===== src/rtl/display_pkg.sv =====
// Shared types and constants for the display sequencing controller.
// Code-timeout behaviour is selected with DISPLAY_CODE_TIMEOUT_EN.
package display_pkg;

  localparam int DP_W   = 3;
  localparam int CODE_W = 4;
  localparam int NUM_W  = 32;

  localparam logic [CODE_W-1:0] CODE_ERR   = 4'hE;
  localparam logic [CODE_W-1:0] CODE_OVF   = 4'hF;
  localparam logic [CODE_W-1:0] CODE_BLANK = 4'hA;

  typedef enum logic [2:0] {
    IDLE,
    LOAD_NUM,
    LOAD_CODE,
    HOLD,
    RESTORE
  } state_t;

  typedef struct packed {
    logic              mode;
    logic [DP_W-1:0]   dp;
    logic [CODE_W-1:0] codes;
    logic [NUM_W-1:0]  num;
  } disp_t;

endpackage


===== src/rtl/hold_timer.sv =====
// Code hold timer: counts HOLD cycles, done on the last one.
// Only instantiated when DISPLAY_CODE_TIMEOUT_EN is defined.
module hold_timer #(
  parameter int HOLD_CYCLES = 50_000_000,
  parameter int CNT_W       = $clog2(HOLD_CYCLES + 1)
) (
  input  logic clock,
  input  logic reset,
  input  logic clear,
  input  logic enable,
  output logic done
);

  logic [CNT_W-1:0] cnt;

  always_ff @(posedge clock) begin
    if (!reset) begin
      cnt <= '0;
    end else if (clear) begin
      cnt <= '0;
    end else if (enable) begin
      cnt <= cnt + CNT_W'(1);
    end
  end

  assign done = (cnt == CNT_W'(HOLD_CYCLES - 1));

endmodule


===== src/rtl/display_ctrl.sv =====
// Arbitrates number/code requests and sequences seven-segment display loads.
// DISPLAY_CODE_TIMEOUT_EN enables restoring the last number after a code.
module display_ctrl
  import display_pkg::*;
#(
  parameter int HOLD_CYCLES = 50_000_000,
  parameter int CNT_W       = $clog2(HOLD_CYCLES + 1)
) (
  input  logic              clock,
  input  logic              reset,
  input  logic              num_req,
  input  logic [NUM_W-1:0]  num_data,
  input  logic [DP_W-1:0]   num_dp,
  output logic              num_ack,
  input  logic              code_req,
  input  logic [CODE_W-1:0] code_val,
  output logic              code_ack,
  output logic              disp_latch,
  output logic              disp_mode,
  output logic [DP_W-1:0]   disp_dp,
  output logic [CODE_W-1:0] disp_codes,
  output logic [NUM_W-1:0]  disp_num,
  output logic              busy
);

  state_t           state, state_n;
  disp_t            disp_q, disp_n;
  logic [NUM_W-1:0] last_num, last_num_n;
  logic [DP_W-1:0]  last_dp, last_dp_n;
  logic             sample;
  logic             restore;
  logic             done;

`ifdef DISPLAY_CODE_TIMEOUT_EN
  hold_timer #(
    .HOLD_CYCLES(HOLD_CYCLES),
    .CNT_W      (CNT_W)
  ) u_timer (
    .clock (clock),
    .reset (reset),
    .clear (state == LOAD_CODE),
    .enable(state == HOLD),
    .done  (done)
  );
`else
  logic unused_cfg;
  assign done       = 1'b0;
  assign unused_cfg = ^{last_num, last_dp,
                        HOLD_CYCLES[0], CNT_W[0]};
`endif

  // HOLD stays responsive to new requests, just like IDLE
  assign sample  = (state == IDLE) || (state == HOLD);
  assign restore = (state == HOLD) && done
                   && !code_req && !num_req;

  always_comb begin
    state_n    = state;
    disp_n     = disp_q;
    last_num_n = last_num;
    last_dp_n  = last_dp;
    unique case (1'b1)
      sample && code_req: begin
        disp_n.mode  = 1'b1;
        disp_n.codes = code_val;
        state_n      = LOAD_CODE;
      end
      sample && num_req && !code_req: begin
        disp_n.mode = 1'b0;
        disp_n.num  = num_data;
        disp_n.dp   = num_dp;
        last_num_n  = num_data;
        last_dp_n   = num_dp;
        state_n     = LOAD_NUM;
      end
      restore: begin
        disp_n.mode = 1'b0;
        disp_n.num  = last_num;
        disp_n.dp   = last_dp;
        state_n     = RESTORE;
      end
      (state == LOAD_NUM) || (state == RESTORE): begin
        state_n = IDLE;
      end
      state == LOAD_CODE: begin
`ifdef DISPLAY_CODE_TIMEOUT_EN
        state_n = HOLD;
`else
        state_n = IDLE;
`endif
      end
      default: ;
    endcase
  end

  always_ff @(posedge clock) begin
    if (!reset) begin
      state    <= IDLE;
      disp_q   <= '0;
      last_num <= '0;
      last_dp  <= '0;
    end else begin
      state    <= state_n;
      disp_q   <= disp_n;
      last_num <= last_num_n;
      last_dp  <= last_dp_n;
    end
  end

  assign num_ack    = (state == LOAD_NUM);
  assign code_ack   = (state == LOAD_CODE);
  assign disp_latch = (state == LOAD_NUM) || (state == LOAD_CODE)
                      || (state == RESTORE);
  assign busy       = (state != IDLE);
  assign disp_mode  = disp_q.mode;
  assign disp_dp    = disp_q.dp;
  assign disp_codes = disp_q.codes;
  assign disp_num   = disp_q.num;

endmodule


===== config.mk =====
export PLATFORM = sky130hd
export DESIGN_NAME = display_ctrl
export DESIGN_NICKNAME = d
export VERILOG_FILES = /design/src/rtl/display_pkg.sv /design/src/rtl/hold_timer.sv /design/src/rtl/display_ctrl.sv
export SDC_FILE = /design/constraint.sdc
export NUM_CORES = 1
export LEC_CHECK = 0
export BUFFER_PORTS_ARGS = -buffer_cell sky130_fd_sc_hd__clkbuf_2
export CELL_PAD_IN_SITES_DETAIL_PLACEMENT = 1
export CELL_PAD_IN_SITES_GLOBAL_PLACEMENT = 2
export CORE_MARGIN = 2
export CORE_UTILIZATION = 25
export CTS_CLUSTER_DIAMETER = 40
export CTS_CLUSTER_SIZE = 12
export DETAILED_ROUTE_END_ITERATION = 6
export GPL_ROUTABILITY_DRIVEN = 0
export GPL_TIMING_DRIVEN = 0
export PLACE_DENSITY_LB_ADDON = 0.1
export SYNTH_ARGS = -nofsm -noshare
export SYNTH_HDL_FRONTEND = slang
export SYNTH_HIERARCHICAL = 1
export SYNTH_SLANG_ARGS = --single-unit

===== constraint.sdc =====
create_clock -name clock -period 4.1 [get_ports clock]
set_input_delay 0.615 -clock clock [delete_from_list [all_inputs] [get_ports clock]]
set_output_delay 0.615 -clock clock [all_outputs]
set_load 0.005 [all_outputs]

==> impl_metrics.py <==
metrics = {
    "clock_tree": {
        "cts_post_setup_buffers_inserted": 0,
        "tritoncts": "done",
        "htree_levels": 2,
        "path_clk_slew_ns": 0.08,
        "cts_resized": 0,
        "clk_root_buffer_cell": "clkbuf_8",
        "cts.sinks": 42,
        "cts-buffers-inserted": 5,
        "cts_max_path_buffers": 2,
        "clkLatencyLatePin_ns": 0.30,
        "cts_hold_buf": 0,
    },
    "setup_path": {
        "worstPathRequired_ns": 3.48,
        "criticalPathCategory": "reg -> out",
        "cpPeakStageDelay_ns": 0.38,
        "cp_cell_sequence": "inv_1 > ha_1 > clkbuf_2",
        "timing.critical_path.to_type": "output port",
        "start_kind": "flip-flop",
        "maximum_fanout_encountered_on_the_critical_timing_path": 5,
        "worstPathArrival_ns": 1.26,
        "critPathSlowestCell": "ha_1",
    },
    "synthesis": {
        "synth_compound_gate_area_share_pct": 11.96,
        "post_synth_xor_area_fraction_pct": 0,
        "avgSynthCellArea_sq_um": 8.618,
        "netlist.top_cell.by_area": "dfxtp_1",
        "yosys.cell_types.count": 18,
        "ys_top_cells_by_area": "dfxtp_1 52%, nand3_1 11%, nand2_1 8.2%, o21ai_0 8.1%, buf_6 3.5%",
        "yosysTopAreaCellShare_pct": 52.17,
        "share_of_cell_area_taken_by_muxes_after_synthesis_pct": 2.484,
        "netlist_area_sq_um": 1612,
        "synth_top_family_by_area": "simple AND/OR/NAND/NOR gates",
        "synthesis.instances": 187,
        "yosysWarningCount": 6,
        "area_share_of_fa_ha_maj_cells_after_synthesis_pct": 2.329,
        "synth_seq_cells": 42,
        "part_of_the_yosys_area_used_for_sequential_elements_pct": 52.17,
        "post_synth_and_or_nand_nor_area_fraction_pct": 23.52,
        "syn-num-nets": 233,
    },
    "sta": {
        "worst_rel_slew_slack_pct": 67.78,
        "share_of_the_clock_period_used_by_the_worst_path_after_layout_pct": 45.79,
        "setup_violators_final": 0,
        "finalWorstPathRequiredPeriod_ns": 1.877,
        "setup_tns_ns": 0,
        "postLayoutSetupSlackWorst_ns": 2.223,
        "finalHoldViolations": 0,
        "fin_worst_skew_ns": 0.002736,
        "grt_setup_unrepaired": "no",
        "worst-slew-pin-transition_ns": 0.4833,
        "fmax_mhz": 532.7,
        "final_max_slew_viol_count": 0,
    },
    "finish": {
        "regArea_sq_um": 840.8,
        "diodes": 0,
        "multi_input_comb_area_sq_um": 649.4,
        "final_layout_size_suffix_gt1_share_pct": 37.72,
        "final_cell_mix": "89 x clkbuf_2, 42 x dfxtp_1, 35 x nand2_1, 35 x nand3_1, 26 x o21ai_0",
        "syn_to_final_growth_pct": 38.35,
        "final_nets": 326,
        "layout.cells.most_common": "clkbuf_2",
        "fillers": 803,
    },
    "grt": {
        "globalRoute.totalOverflow": 0,
        "grt_max_degree": 13,
        "via_count_of_the_first_global_routing_pass": 1712,
        "grt.total_usage_pct": 13.96,
        "antenna_found_initial": 0,
        "grt_pass1_wl_um": 7928,
    },
    "floorplan": {
        "die_w_um": 84.29,
        "num_io_pins": 87,
        "floorplan.rows": 29,
        "initial_core_util_pct": 25.67,
        "fp.dieH_um": 84.29,
        "core_sq_um": 6277,
        "fp.dieArea_sq_um": 7105,
    },
    "power": {
        "power-per-cell-area_nw_per_um2": 380.7,
        "post-layout-total-power_uw": 848.9,
        "power.leakage_nw": 1.022,
        "ir_drop_mv": 0.1301,
    },
    "route": {
        "drt.antenna.violating_nets": 0,
        "post-route-drc-count": 0,
        "drt-pass1-iter-count": 4,
        "num_vias": 1596,
        "drt-initial-drc-count": 32,
        "via_per_inst": 4.458,
        "avgRoutedWirePerCell_um": 13.10,
        "wirelength_um": 4690,
    },
    "status": {
        "result_of_the_run": "completed",
    },
    "place": {
        "port_buffers": 86,
        "detailed_place_hpwl_um": 3524,
        "dp_worst_setup_slack_ns": 2.259,
    },
    "worst_hold_path": {
        "hold_path_class": "reg -> reg",
    },
    "job": {
        "drv_cap": 0,
    },
}
[synth_stat cells]
| cell | instances |
|---|---|
| dfxtp_1 | 42 |
| nand3_1 | 35 |
| ha_1 | 3 |
| nor2b_1 | 6 |
| nor2_1 | 1 |
| mux2i_1 | 4 |
| o21ai_1 | 9 |
| nor3b_4 | 1 |
| clkbuf_2 | 3 |
| buf_6 | 5 |
| nand2_1 | 35 |
| clkbuf_1 | 4 |
| inv_1 | 4 |
| a21oi_1 | 2 |
| nand2b_1 | 2 |
| buf_2 | 4 |
| a211oi_1 | 1 |
| o21ai_0 | 26 |
[final timing paths]
check,to,cells after the start,slack [ns],from
max,disp_latch,3,2.22,state[1]
min,disp_num[12],2,0.45,disp_num[12]
max reg2reg,disp_num[27],5,2.32,state[0]
min reg2reg,disp_num[12],2,0.45,disp_num[12]
[metrics by stage]
stage	utilization, %	cells	area [sq um]	hold WS [ns]
detailed placement	34.06	350	2138	0.4464
finish	35.52	358	2230	0.4526
global route	35.52	358	2230	0.4839
CTS	35.52	358	2230	0.4577
floorplan	-	187	1612	0.4447
global placement	34.06	350	2138	0.4377
[worst max-delay path: cells and delay by family, from the launching register on]
kind	cells	cell delay, ns
fa+ha+maj	1	0.38
buf+inv	2	0.22
flops	1	0.36
[flip-flops by register name, summed over array words and instances, names as in the netlist]
name and flops:
disp_codes 4, disp_dp 3, disp_mode 1, disp_num 32
state 2
[where the power goes]
| group | internal [mW] | switching (mW) | total [mW] |
|---|---|---|---|
| logic | 0.0597 | 0.0655 | 0.125 |
| registers | 0.432 | 0.0125 | 0.444 |
| clock network | 0.136 | 0.144 | 0.280 |
| total | 0.627 | 0.222 | 0.849 |
[routing by layer]
metal | up-vias | global-route usage [%] | part of all wire, %
li1 | 813 | - | -
met1 | 720 | 17.73 | 45
met2 | 54 | 22.08 | 46
met3 | 9 | 3.933 | 7.1
met4 | 0 | 6.158 | 1.8
met5 | - | 0 | 0
[layout make-up]
cell class | instances | share of cell area [%]
Buffer | 16 | 4.770
Clock buffer | 7 | 3.872
Clock inverter | 1 | 0.2245
Inverter | 4 | 0.6734
Multi-Input combinational cell | 125 | 29.12
Sequential cell | 42 | 37.71
Tap cell | 77 | 4.321
Timing Repair Buffer | 86 | 19.30
[cell families after synthesis]
group | count (synthesis)
flip-flops | 42
AND/OR/NAND/NOR | 80
AO/OA/AOI/OAI | 38
multiplexers | 4
buffers and inverters | 20
adder cells (fa/ha/maj) | 3
Note: power is estimated with default switching activity, not from simulation.
